[config.mk]
export PLATFORM = sky130hd
export DESIGN_NAME = sgf_div_radix2
export DESIGN_NICKNAME = d
export VERILOG_FILES = /design/src/rtl/fpu_div_pkg.sv /design/src/rtl/sgf_div_radix2.sv
export SDC_FILE = /design/constraint.sdc
export NUM_CORES = 1
export LEC_CHECK = 0
export ABC_CLOCK_PERIOD_IN_PS = 6680
export BUFFER_PORTS_ARGS = -buffer_cell sky130_fd_sc_hd__clkbuf_2
export CAP_MARGIN = 40
export CELL_PAD_IN_SITES_DETAIL_PLACEMENT = 0
export CELL_PAD_IN_SITES_GLOBAL_PLACEMENT = 1
export CORE_MARGIN = 2
export CORE_UTILIZATION = 45
export DETAILED_ROUTE_END_ITERATION = 7
export PLACE_DENSITY = 0.93
export SLEW_MARGIN = 0
export SYNTH_ARGS = -nofsm -noshare
export SYNTH_HDL_FRONTEND = slang
export SYNTH_SLANG_ARGS = --single-unit
[constraint.sdc]
create_clock -name clk -period 6.68 [get_ports clk]
set_clock_uncertainty 0.2 [all_clocks]
set_input_delay 1.002 -clock clk [delete_from_list [all_inputs] [get_ports clk]]
set_output_delay 1.002 -clock clk [all_outputs]
set_load 0.02 [all_outputs]
[src/rtl/fpu_div_pkg.sv]
// Shared definitions for the radix-2 restoring significand divider:
// FSM state encoding, derived-width helpers and the divide-by-zero quotient pattern.
package fpu_div_pkg;

    typedef logic [1:0] div_state_t;

    localparam div_state_t ST_IDLE = 2'd0;
    localparam div_state_t ST_CALC = 2'd1;
    localparam div_state_t ST_DONE = 2'd2;

    // Wide enough for any supported significand; sliced to QW at the use site.
    localparam logic [127:0] DIV_DBZ_QUOT = '1;

    function automatic int div_qw(input int sw);
        return sw + 2;
    endfunction

    function automatic int div_cw(input int qw);
        return $clog2(qw);
    endfunction

endpackage

[src/rtl/sgf_div_radix2.sv]
// Sequential radix-2 restoring significand divider, one quotient bit per clock.
// Optional macro DIV_EARLY_TERM_EN: finish as soon as the partial remainder reaches zero.
module sgf_div_radix2
    import fpu_div_pkg::*;
#(
    parameter  int SW = 24,
    localparam int QW = div_qw(SW)
)
(
    input  logic          clk,
    input  logic          rst,
    input  logic          start_i,
    input  logic [SW-1:0] Data_A_i,
    input  logic [SW-1:0] Data_B_i,
    output logic          busy_o,
    output logic          done_o,
    output logic [QW-1:0] sgf_quot_o,
    output logic          sticky_o,
    output logic          dbz_o
);

    localparam int            CW       = div_cw(QW);
    localparam logic [CW-1:0] CNT_INIT = CW'(QW - 1);

    div_state_t    r_state;
    div_state_t    w_state_next;
    logic [SW:0]   r_rem;
    logic [SW-1:0] r_div;
    logic [QW-1:0] r_quot;
    logic [CW-1:0] r_cnt;
    logic          r_pend;
    logic [SW-1:0] r_pend_a;
    logic [SW-1:0] r_pend_b;

    logic [SW:0]   w_rem_sub;
    logic [SW:0]   w_rem_next;
    logic          w_q_bit;
    logic [QW-1:0] w_quot_shift;
    logic          w_last;
    logic          w_early;
    logic          w_go;
    logic [SW-1:0] w_op_a;
    logic [SW-1:0] w_op_b;
    logic          w_load;
    logic [QW-1:0] w_load_quot;
    logic          w_load_sticky;
    logic          w_load_dbz;

    // Restoring step: trial subtract, keep the difference only when it is non-negative.
    assign w_q_bit      = (r_rem >= {1'b0, r_div});
    assign w_rem_sub    = r_rem - {1'b0, r_div};
    assign w_rem_next   = w_q_bit ? w_rem_sub : r_rem;
    assign w_quot_shift = {r_quot[QW-2:0], w_q_bit};
    assign w_last       = (r_cnt == '0);

`ifdef DIV_EARLY_TERM_EN
    assign w_early = (w_rem_next == '0) && !w_last;
`else
    assign w_early = 1'b0;
`endif

    // A start seen in DONE is parked and launched from IDLE with the parked operands.
    assign w_op_a = r_pend ? r_pend_a : Data_A_i;
    assign w_op_b = r_pend ? r_pend_b : Data_B_i;
    assign w_go   = (r_state == ST_IDLE) && (start_i || r_pend);

    assign busy_o = (r_state == ST_CALC);
    assign done_o = (r_state == ST_DONE);

    always_comb begin
        w_state_next  = r_state;
        w_load        = 1'b0;
        w_load_quot   = '0;
        w_load_sticky = 1'b0;
        w_load_dbz    = 1'b0;
        case (r_state)
            ST_IDLE: begin
                if (w_go) begin
                    if (w_op_b == '0) begin
                        w_state_next = ST_DONE;
                        w_load       = 1'b1;
                        w_load_quot  = DIV_DBZ_QUOT[QW-1:0];
                        w_load_dbz   = 1'b1;
                    end else begin
                        w_state_next = ST_CALC;
                    end
                end
            end
            ST_CALC: begin
                if (w_last || w_early) begin
                    w_state_next  = ST_DONE;
                    w_load        = 1'b1;
                    // Remaining bits are all zero after an exact early finish.
                    w_load_quot   = w_early ? (w_quot_shift << r_cnt) : w_quot_shift;
                    w_load_sticky = (w_rem_next != '0);
                end
            end
            ST_DONE: begin
                w_state_next = ST_IDLE;
            end
            default: begin
                w_state_next = ST_IDLE;
            end
        endcase
    end

    always_ff @(posedge clk) begin
        if (!rst) begin
            r_state  <= ST_IDLE;
            r_rem    <= '0;
            r_div    <= '0;
            r_quot   <= '0;
            r_cnt    <= '0;
            r_pend   <= 1'b0;
            r_pend_a <= '0;
            r_pend_b <= '0;
        end else begin
            r_state <= w_state_next;
            case (r_state)
                ST_IDLE: begin
                    if (w_go) begin
                        r_pend <= 1'b0;
                        if (w_op_b != '0) begin
                            r_div  <= w_op_b;
                            r_rem  <= {1'b0, w_op_a};
                            r_cnt  <= CNT_INIT;
                            r_quot <= '0;
                        end
                    end
                end
                ST_CALC: begin
                    r_quot <= w_quot_shift;
                    if (!w_last) begin
                        r_rem <= {w_rem_next[SW-1:0], 1'b0};
                        r_cnt <= r_cnt - CW'(1);
                    end
                end
                ST_DONE: begin
                    if (start_i) begin
                        r_pend   <= 1'b1;
                        r_pend_a <= Data_A_i;
                        r_pend_b <= Data_B_i;
                    end
                end
                default: begin
                end
            endcase
        end
    end

    // Result register: loads on the transition into DONE, otherwise holds.
    always_ff @(posedge clk) begin
        if (!rst) begin
            sgf_quot_o <= '0;
            sticky_o   <= 1'b0;
            dbz_o      <= 1'b0;
        end else if (w_load) begin
            sgf_quot_o <= w_load_quot;
            sticky_o   <= w_load_sticky;
            dbz_o      <= w_load_dbz;
        end else if (w_go) begin
            dbz_o <= 1'b0;
        end
    end

endmodule

==> impl_metrics.py, run 1 <==
metrics = {
    "timing": {
        "finalSetupViolations": 0,
        "final_ws_setup_ns": 2.64,
        "final.period_utilization_pct": 60.5,
        "slew_headroom_pct": 55.1,
        "report.final.slew_viol_count": 0,
        "grt_setup_unrepaired": "no",
        "max_clock_freq_mhz": 248,
        "max_slew.worst_pin.slew_ns": 0.656,
        "fin_crit_ns": 4.04,
        "hold_ws_ns": 0.254,
        "fin_tns_setup_ns": 0,
        "hold_fails_final_rpt": 0,
    },
    "layout": {
        "nets": 1160,
        "layout.cells.most_common_list": "sky130_fd_sc_hd__a21oi_1 (167), sky130_fd_sc_hd__dfxtp_1 (157), sky130_fd_sc_hd__nand2_1 (152), sky130_fd_sc_hd__nor2_1 (102), sky130_fd_sc_hd__clkbuf_2 (80)",
        "antennaDiodeCount": 0,
        "drive_above_1_share_pct": 16.1,
        "fillerInstances": 1754,
        "layout.cells.most_common": "sky130_fd_sc_hd__a21oi_1",
        "syn_to_final_growth_pct": 14.0,
        "postLayoutCellArea_um2": 9620,
    },
    "clock_tree": {
        "cts-htree-levels": 4,
        "worstSkewPairLatency_ns": 0.43,
        "cts-buffers-inserted": 17,
        "clock_sink_count": 158,
        "cts_resized": 0,
        "cts_tree": "done",
        "clock_tree.buffer_depth": 2,
        "cts_setup_buffers": 0,
        "cts.reportedPaths.clkPinSlew_ns": 0.06,
        "post_cts_hold_buffer_count": 0,
        "clockRootBuffer": "sky130_fd_sc_hd__clkbuf_16",
    },
    "critical_path": {
        "timing.rr.start": "r_rem[0]",
        "arrival_ns": 4.15,
        "startpoint_type": "register",
        "critical_path_required_ns": 6.80,
        "reg2reg_to": "sticky_o",
        "setup.worst_path.end_class": "register",
        "reg2reg_slack_ns": 2.64,
        "path_max_fanout": 4,
        "timing.reg2reg.worst_path_depth": 13,
        "critPathKind": "reg -> reg",
    },
    "min_path": {
        "whs_endpoint": "r_pend_a[14]",
        "holdCritPathClass": "reg -> reg",
        "worstHoldPathCells": 2,
        "timing.hold.worst.start": "r_pend_a[14]",
    },
    "place": {
        "detailedPlace.worstSlack_ns": 2.76,
        "dpl.hpwl_mm": 15.7,
        "io_buffers": 80,
        "gp_congestion": 0.937,
        "dpl-instance-area_um2": 9020,
    },
    "grt": {
        "grt_usage_pct": 22.6,
        "globalRouteMet3Util_pct": 3.77,
        "gr-total-overflow": 0,
        "grtUsageMet2_pct": 35.5,
        "largest_net_degree_at_the_start_of_global_routing": 74,
        "global_route_wire_length_before_repair_mm": 36.3,
        "use_met1_pct": 31.2,
        "vias_in_the_first_global_route": 7131,
        "grt_antenna_before_repair": 0,
        "grt-busiest-layer": "met2",
    },
    "power": {
        "powerDensity_nw_per_um2": 418,
        "irDropWorstVdd_mv": 0.220,
        "power.static_leakage_nw": 3.80,
        "post-layout-total-power_mw": 4.02,
    },
    "drt": {
        "dr.first_iter.drc_count": 549,
        "routedWlPerCell_um": 16.7,
        "via_per_inst": 5.71,
        "drc": 0,
        "via_count": 7600,
        "drtPass1Iterations": 5,
        "drt_wl_total_mm": 22.2,
        "detail-route-antenna-nets": 0,
    },
    "floorplan": {
        "fp-row-count": 50,
        "core-area_um2": 18600,
        "die_area_um2": 19900,
        "io_pins": 81,
        "start_util_pct": 45.4,
        "floorplan.die.height_um": 141,
        "width_of_the_die_um": 141,
    },
    "synth": {
        "synth-compound-area-share_pct": 19.6,
        "muxShareOfSynthArea_pct": 12.4,
        "synth.distinct_cells": 66,
        "syn_nets": 1121,
        "yosysTopAreaCell": "sky130_fd_sc_hd__dfxtp_1",
        "syn_area_per_cell_um2": 8.08,
        "synth_warnings": 0,
        "synth-xor-area-share_pct": 1.56,
        "synth.top_cell.area_share_pct": 37.5,
        "synth-seq-cells": 158,
        "dominant_combinational_cell_family_by_area_after_synthesis": "simple AND/OR/NAND/NOR gates",
        "synthArstFlopShare_pct": 0,
        "synth.yosys.seq_area_share_pct": 37.5,
        "synth-edff-count": 0,
        "netlist_area_um2": 8440,
        "simple_gate_share_of_the_synthesized_area_pct": 19.7,
        "post_synth_fa_ha_maj_area_fraction_pct": 3.94,
        "synth_top_cells_by_area": "sky130_fd_sc_hd__dfxtp_1 (37%), sky130_fd_sc_hd__a21oi_1 (9.9%), sky130_fd_sc_hd__mux2i_1 (9.3%)",
        "ys_dominant_reg_cell": "sky130_fd_sc_hd__dfxtp_1",
        "synthCells": 1044,
    },
    "outcome": {
        "run_status": "finished clean",
    },
    "job": {
        "max-cap-violations": 0,
    },
}
==> per-stage QoR <==
| stage | instances | util (%) |
|---|---|---|
| finish | 1330 | 51.8 |
| global route | 1330 | 51.8 |
| CTS | 1330 | 51.8 |
| detailed placement | 1298 | 48.5 |
| global placement | 1294 | 48.0 |
| floorplan | 1044 | - |
==> state kept, by name (all words and copies together) (netlist names) <==
signal / count
r_div: 24
sgf_quot_o: 26
r_state: 2
r_pend: 1
r_rem: 25
r_quot: 25
sticky_o: 1
dbz_o: 1
r_pend_b: 24
r_pend_a: 24
r_cnt: 5
==> cell usage after synthesis (all sizes together), types with 2 or more instances <==
cell and count:
mux2i 78, and2 5, nand2 152, or4b 2, buf 21, o311ai 2
o21a 5, o211ai 5, o31a 2, a211oi 5, or4 4, xnor2 7
clkbuf 53, or3 4, a31o 2, nand4 5, a21oi 169, a21o 3
mux2 18, ha 25, xor2 8, o22ai 2, nor2b 4, a221oi 19
nand3 36, o31ai 4, inv 37, nor4 14, and3 4, o21ai 21
nor3 35, dfxtp 158, a2111oi 3, nor2 103, nand2b 5, o21bai 8
==> worst max-delay path by stage <==
| stage | slack [ns] | startpoint | endpoint | cells past startpoint |
|---|---|---|---|---|
| floorplan | 3.56 | r_rem[0] | sticky_o | 13 |
| global placement | 2.83 | r_rem[0] | sticky_o | 13 |
| detailed placement | 2.76 | r_rem[0] | sticky_o | 13 |
| CTS | 2.74 | r_rem[0] | sticky_o | 13 |
| global route | 2.43 | r_rem[0] | sticky_o | 13 |
| finish | 2.64 | r_rem[0] | sticky_o | 13 |
==> power by group <==
part           internal, mW  switching (mW)  total (mW)  leakage, nW
Combinational         0.835            1.10        1.93         2.22
Sequential             1.02          0.0873        1.11         1.28
Clock                 0.567           0.411       0.977        0.294
Total                  2.42            1.60        4.02         3.80
==> metal layers <==
layer | vias up | routed length (µm)
met5 | - | 0
met4 | 0 | 563
met3 | 42 | 805
met2 | 185 | 10200
met1 | 3607 | 10600
li1 | 3766 | -
==> layout make-up <==
cell class	instances	area [µm²]	share of cell area (%)
clock inverter	14	160	1.66
inverter	37	141	1.47
clock buffer	18	439	4.57
tap	234	293	3.04
timing repair buffer	94	578	6.01
multi-input combinational	775	4840	50.4
sequential	158	3160	32.9
==> cells by family (layout without fill, tap and decap cells) <==
kind of cell	after synthesis	in the layout
mux	96	96
flops	158	158
compound gates	260	260
xor+xnor	15	15
simple gates	378	378
fa+ha+maj	26	26
buf+inv	111	163
==> critical path, stage by stage, from the launching register on <==
cell                        delay, ns
sky130_fd_sc_hd__dfxtp_1         0.36
sky130_fd_sc_hd__inv_1           0.08
sky130_fd_sc_hd__ha_1            0.17
sky130_fd_sc_hd__inv_1           0.05
sky130_fd_sc_hd__fa_1            0.40
sky130_fd_sc_hd__a211oi_2        0.34
sky130_fd_sc_hd__nor4_1          0.15
sky130_fd_sc_hd__nor3_1          0.51
sky130_fd_sc_hd__xor2_1          0.29
sky130_fd_sc_hd__o311ai_0        0.17
sky130_fd_sc_hd__a2111oi_0       0.55
sky130_fd_sc_hd__and4_1          0.28
sky130_fd_sc_hd__o2111ai_1       0.12
sky130_fd_sc_hd__o31a_1          0.26
Note: power is estimated with default switching activity, not from simulation.
==> run 2, diff against run 1 <==
ABC_CLOCK_PERIOD_IN_PS = 3570   (was 6680)
CORE_UTILIZATION = 40   (was 45)
PLACE_DENSITY = 0.88   (was 0.93)
clock period = 3.57 ns   (was 6.68 ns; I/O delays follow)
==> run 2 against run 1 <==
Via count decreased by 0.72%. Wire length shrank 1.1%. Die area increased by 12%. Worst hold slack got worse by 0.11 ns. Combinational power increased by 92%. Power rose by 86%. Flip-flop and latch count unchanged. Clock power grew 75%. Utilization shrank 5.0 points. Critical endpoint is now r_rem[7].
==> impl_metrics.py, run 2 (synthesis gave the netlist of run 1 again) <==
metrics = {
    "place": {
        "io_buffers": 80,
        "gp_congestion": 0.925,
        "dpl.hpwl_mm": 15.9,
    },
    "timing": {
        "fin_tns_setup_ns": 0,
        "finalSetupViolations": 0,
        "grt_setup_unrepaired": "no",
        "hold_ws_ns": 0.141,
        "report.final.slew_viol_count": 0,
        "max_slew.worst_pin.slew_ns": 0.720,
        "final.period_utilization_pct": 95.3,
        "max_clock_freq_mhz": 294,
        "hold_fails_final_rpt": 0,
        "fin_crit_ns": 3.40,
        "slew_headroom_pct": 51.9,
    },
    "layout": {
        "largest_register_ff_count": 26,
        "layout.cells.most_common": "sky130_fd_sc_hd__a21oi_1",
        "nets": 1173,
        "layout.cells.most_common_list": "sky130_fd_sc_hd__a21oi_1 (167), sky130_fd_sc_hd__dfxtp_1 (157), sky130_fd_sc_hd__nand2_1 (152), sky130_fd_sc_hd__nor2_1 (102), sky130_fd_sc_hd__clkbuf_2 (80)",
        "syn_to_final_growth_pct": 15.7,
        "antennaDiodeCount": 0,
        "largest-register": "sgf_quot_o",
        "drive_above_1_share_pct": 17.4,
        "multi_input_gate_area_um2": 4860,
        "final_util_pct": 46.7,
        "layout.area.seq_um2": 3160,
        "reg_top3": "sgf_quot_o x26, r_quot x25, r_rem x25",
        "fillerInstances": 2047,
    },
    "drt": {
        "drc": 0,
        "drt_wl_total_mm": 21.9,
        "wl_met2_mm": 10.2,
        "met3WireLength_um": 877,
        "via_count": 7545,
        "highest-signal-layer": "met4",
        "detail-route-antenna-nets": 0,
        "dr.first_iter.drc_count": 483,
        "drtPass1Iterations": 5,
        "via_per_inst": 5.45,
        "routedWlPerCell_um": 15.8,
        "total_routed_wire_length_on_the_met1_layer_mm": 10.5,
    },
    "power": {
        "power.share.clock_pct": 22.9,
        "power.switching_fraction_pct": 40.3,
        "switchingPower_mw": 3.02,
        "gate_power_share_pct": 49.6,
        "irDropWorstVdd_mv": 0.411,
        "powerDensity_nw_per_um2": 766,
        "post-layout-total-power_mw": 7.48,
        "power.sequential.fraction_pct": 27.5,
        "power.static_leakage_nw": 3.84,
        "power.internal_mw": 4.47,
    },
    "critical_path": {
        "critical_path_required_ns": 3.66,
        "critPathBufInv": 1,
        "critPathKind": "reg -> reg",
        "path_max_fanout": 18,
        "critPathTopFamily": "compound AO/OA/AOI/OAI gates",
        "timing.reg2reg.worst_path_depth": 11,
        "reg2reg_slack_ns": 0.17,
        "timing.rr.start": "r_rem[4]",
        "setup.worst_path.end_class": "register",
        "slowest_delay_ns": 0.56,
        "arrival_ns": 3.50,
        "cp_cell_sequence": "ha_1 > nand3_1 > o21bai_1 > a211oi_1 > nor3_2 > nor2_1 > a31o_2 > buf_12 > mux2_4 > a221oi_2 > nor2_1",
        "startpoint_type": "register",
        "reg2reg_to": "r_rem[7]",
        "path_common_cell": "sky130_fd_sc_hd__nor2_1",
        "slowest_stage": "sky130_fd_sc_hd__a211oi_1",
    },
    "floorplan": {
        "core-area_um2": 20900,
        "die_area_um2": 22300,
        "fp-row-count": 53,
        "start_util_pct": 40.4,
        "floorplan.die.height_um": 149,
        "width_of_the_die_um": 149,
        "io_pins": 81,
    },
    "clock_tree": {
        "cts-htree-levels": 4,
        "cts-buffers-inserted": 17,
        "cts.reportedPaths.clkPinSlew_ns": 0.07,
        "clockRootBuffer": "sky130_fd_sc_hd__clkbuf_16",
        "clock_tree.buffer_depth": 2,
        "clock_sink_count": 158,
        "post_cts_hold_buffer_count": 0,
        "worstSkewPairLatency_ns": 0.43,
        "cts_tree": "done",
    },
    "min_path": {
        "holdCritPathClass": "in -> reg",
        "whs_endpoint": "r_pend_a[3]",
        "timing.hold.worst.start": "Data_A_i[3]",
        "worstHoldPathCells": 3,
    },
    "job": {
        "max-cap-violations": 0,
    },
    "grt": {
        "largest_net_degree_at_the_start_of_global_routing": 58,
        "global_route_wire_length_before_repair_mm": 35.9,
        "gr-total-overflow": 0,
        "grt_usage_pct": 20.0,
        "grt_antenna_before_repair": 0,
        "vias_in_the_first_global_route": 7073,
    },
    "outcome": {
        "run_status": "finished clean",
    },
}
-- run 2: worst max path at each step --
stage | end | cells past startpoint | slack, ns | from
final | r_rem[7] | 11 | 0.17 | r_rem[4]
after global routing | sticky_o | 13 | 0.01 | r_rem[0]
after CTS | sticky_o | 13 | 0.03 | r_rem[0]
after detailed placement | sticky_o | 13 | 0.06 | r_rem[0]
after global placement | sticky_o | 13 | 0.16 | r_rem[0]
after floorplan | sticky_o | 13 | 0.45 | r_rem[0]
-- run 2: metal layers --
metal | GRT usage [%] | vias up
met4 | 5.76 | 0
li1 | - | 3774
met1 | 27.8 | 3570
met3 | 3.46 | 31
met5 | 0 | -
met2 | 31.8 | 170
-- run 2: power groups by stage --
stage	clock network [mW]	registers [mW]	logic, mW
floorplan	0	2.05	2.83
global placement	0	2.09	3.59
detailed placement	0	2.10	3.60
CTS	1.75	2.06	3.62
global route	1.81	2.08	4.04
finish	1.71	2.06	3.71
-- run 2: repair_timing --
| action | in CTS | in global routing |
|---|---|---|
| resized for setup | 0 | 3 |
| endpoints found under the setup margin | 0 | 3 |
| buffers inserted | 0 | 1 |
-- run 2: layout make-up --
cell class                      count  share of cell area (%)
Timing Repair Buffer              107                    7.08
Tap cell                          275                    3.52
Sequential cell                   158                    32.4
Multi-Input combinational cell    775                    49.8
Clock buffer                       18                    4.40
Clock inverter                     14                    1.33
Inverter                           37                    1.45
-- run 2: metrics by stage --
| step | instance area, µm² | cells | setup WS (ns) |
|---|---|---|---|
| floorplan | 8440 | 1044 | 0.453 |
| global placement | 9160 | 1350 | 0.158 |
| detailed placement | 9180 | 1351 | 0.0597 |
| CTS | 9740 | 1383 | 0.0269 |
| global route | 9760 | 1384 | 0.0133 |
| finish | 9760 | 1384 | 0.166 |
-- run 2: worst min-delay path: cells and delay by family --
family / cells / cell delay (ns)
compound gates: 1 / 0.05
buf+inv: 1 / 0.09
simple gates: 1 / 0.05
==> run 3, diff against run 2 <==
CORE_UTILIZATION = 42   (was 40)
CTS_BUF_LIST = sky130_fd_sc_hd__clkbuf_4 sky130_fd_sc_hd__clkbuf_8   (was default)
PLACE_DENSITY = 0.91   (was 0.88)
==> run 3 against run 2 <==
Non-clock buffer count unchanged. Largest power group unchanged. Register-to-register slack better by 0.03 ns. Worst setup slack better by 0.032 ns. Final cell count down 0.72%. Utilization up 1.9 points. Combinational power about the same. Global-route usage up 0.36 points. Clock power down 29%. Critical endpoint is now sticky_o.
==> impl_metrics.py, run 3 (synthesis gave the netlist of run 1 again) <==
metrics = {
    "outcome": {
        "run_status": "finished clean",
    },
    "timing": {
        "final.period_utilization_pct": 94.4,
        "report.final.slew_viol_count": 0,
        "hold_fails_final_rpt": 0,
        "fin_crit_ns": 3.37,
        "final_ws_setup_ns": 0.198,
        "finalSetupViolations": 0,
        "hold_ws_ns": 0.0972,
        "grt_setup_unrepaired": "yes",
        "max_slew.worst_pin.slew_ns": 0.688,
        "slew_headroom_pct": 53.7,
        "max_clock_freq_mhz": 297,
    },
    "critical_path": {
        "critPathBufInv": 2,
        "slowest_stage": "sky130_fd_sc_hd__fa_1",
        "path_common_cell": "sky130_fd_sc_hd__inv_1",
        "timing.reg2reg.worst_path_depth": 13,
        "critical_path_required_ns": 3.73,
        "slowest_delay_ns": 0.41,
        "cp_cell_sequence": "inv_1 > ha_1 > inv_1 > fa_1 > a211oi_2 > nor4_1 > o31ai_1 > nand3_1 > xor2_1 > a2111oi_0 > and4_1 > o2111ai_1 > o31a_1",
        "critical_path_cell_count": 13,
        "arrival_ns": 3.53,
        "path_max_fanout": 4,
        "critPathKind": "reg -> reg",
        "critPathTopFamily": "compound AO/OA/AOI/OAI gates",
        "startpoint_type": "register",
        "setup.worst_path.end_class": "register",
    },
    "drt": {
        "via_per_inst": 5.44,
        "detail-route-antenna-nets": 0,
        "drt_wl_total_mm": 21.7,
        "routedWlPerCell_um": 15.8,
        "drtPass1Iterations": 5,
        "drc": 0,
        "via_count": 7473,
        "dr.first_iter.drc_count": 462,
    },
    "layout": {
        "largest_register_ff_count": 26,
        "nets": 1173,
        "layout.area.seq_um2": 3160,
        "layout.cells.most_common": "sky130_fd_sc_hd__a21oi_1",
        "antennaDiodeCount": 0,
        "layout.cells.most_common_list": "sky130_fd_sc_hd__a21oi_1 (167), sky130_fd_sc_hd__dfxtp_1 (157), sky130_fd_sc_hd__nand2_1 (152), sky130_fd_sc_hd__nor2_1 (102), sky130_fd_sc_hd__clkbuf_2 (80)",
        "syn_to_final_growth_pct": 12.8,
        "drive_above_1_share_pct": 17.4,
        "largest-register": "sgf_quot_o",
        "multi_input_gate_area_um2": 4850,
        "fillerInstances": 1880,
        "reg_top3": "sgf_quot_o x26, r_quot x25, r_rem x25",
    },
    "clock_tree": {
        "cts_setup_buffers": 0,
        "worstSkewPairLatency_ns": 0.46,
        "cts-buffers-inserted": 17,
        "clockRootBuffer": "sky130_fd_sc_hd__clkbuf_8",
        "post_cts_hold_buffer_count": 0,
        "cts.reportedPaths.clkPinSlew_ns": 0.09,
        "cts_resized": 0,
        "cts-htree-levels": 4,
        "cts_tree": "done",
        "clock_sink_count": 158,
        "clock_tree.buffer_depth": 2,
    },
    "min_path": {
        "holdCritPathClass": "in -> reg",
        "worstHoldPathCells": 3,
    },
    "grt": {
        "vias_in_the_first_global_route": 6857,
        "global_route_wire_length_before_repair_mm": 35.5,
        "grt_antenna_before_repair": 0,
        "grt_usage_pct": 20.3,
        "gr-total-overflow": 0,
        "largest_net_degree_at_the_start_of_global_routing": 69,
    },
    "place": {
        "io_buffers": 80,
        "dpl.hpwl_mm": 15.7,
        "detailedPlace.worstSlack_ns": 0.0949,
        "gp_congestion": 0.937,
    },
    "floorplan": {
        "fp-row-count": 51,
        "width_of_the_die_um": 146,
        "floorplan.die.height_um": 146,
        "io_pins": 81,
        "core-area_um2": 19600,
        "die_area_um2": 21200,
        "start_util_pct": 43.1,
    },
    "power": {
        "powerDensity_nw_per_um2": 730,
        "power.static_leakage_nw": 3.75,
        "irDropWorstVdd_mv": 0.315,
    },
    "job": {
        "max-cap-violations": 0,
    },
}
==> run 3: cell count changes in the layout (fill, tap and decap cells not counted), sizes merged <==
cell,previous run,this run
clkinv,4,7
clkinvlp,4,2
inv,43,42
==> run 3: through the flow <==
stage / total power [mW] / instances / setup TNS, ns / area (µm²) / utilization (%)
floorplan: 4.88 / 1044 / 0 / 8440 / -
global placement: 5.72 / 1341 / 0 / 9140 / 46.7
detailed placement: 5.72 / 1342 / 0 / 9160 / 46.8
CTS: 6.95 / 1374 / 0 / 9510 / 48.6
global route: 7.40 / 1374 / -0.0703 / 9520 / 48.6
finish: 6.95 / 1374 / 0 / 9520 / 48.6
==> run 3: final cells by class <==
type / instances / area share, %
Clock buffer: 18 / 2.54
Clock inverter: 14 / 1.16
Inverter: 37 / 1.48
Multi-Input combinational cell: 775 / 51.0
Sequential cell: 158 / 33.2
Tap cell: 265 / 3.48
Timing Repair Buffer: 107 / 7.12
==> run 3: path summary, 6_finish.rpt <==
kind / slack, ns / to / startpoint
hold reg to reg: 0.26 / r_pend_a[2] / r_pend_a[2]
setup reg to reg: 0.20 / sticky_o / r_rem[0]
hold / removal: 0.1 / r_pend_a[17] / Data_A_i[17]
setup / recovery: 0.20 / sticky_o / r_rem[0]
==> run 3: power breakdown <==
part	total (mW)	leakage, nW	switching [mW]	internal [mW]
Clock	1.21	0.181	0.710	0.501
Sequential	2.05	1.28	0.146	1.91
Combinational	3.69	2.29	2.05	1.64
Total	6.95	3.75	2.91	4.04
==> run 3: per-layer routing <==
metal	GRT usage, %	wire length (µm)	vias to the layer above
li1	-	-	3780
met3	3.61	952	30
met1	29.6	10700	3477
met5	0	0	-
met2	30.0	9600	186
met4	7.40	435	0
==> run 3: worst register-to-register path: stages, from the launching register on <==
cell and delay, ns:
sky130_fd_sc_hd__dfxtp_1 0.34, sky130_fd_sc_hd__inv_1 0.06, sky130_fd_sc_hd__ha_1 0.16, sky130_fd_sc_hd__inv_1 0.05, sky130_fd_sc_hd__fa_1 0.41, sky130_fd_sc_hd__a211oi_2 0.31
sky130_fd_sc_hd__nor4_1 0.15, sky130_fd_sc_hd__o31ai_1 0.28, sky130_fd_sc_hd__nand3_1 0.12, sky130_fd_sc_hd__xor2_1 0.19, sky130_fd_sc_hd__a2111oi_0 0.40, sky130_fd_sc_hd__and4_1 0.27
sky130_fd_sc_hd__o2111ai_1 0.11, sky130_fd_sc_hd__o31a_1 0.24
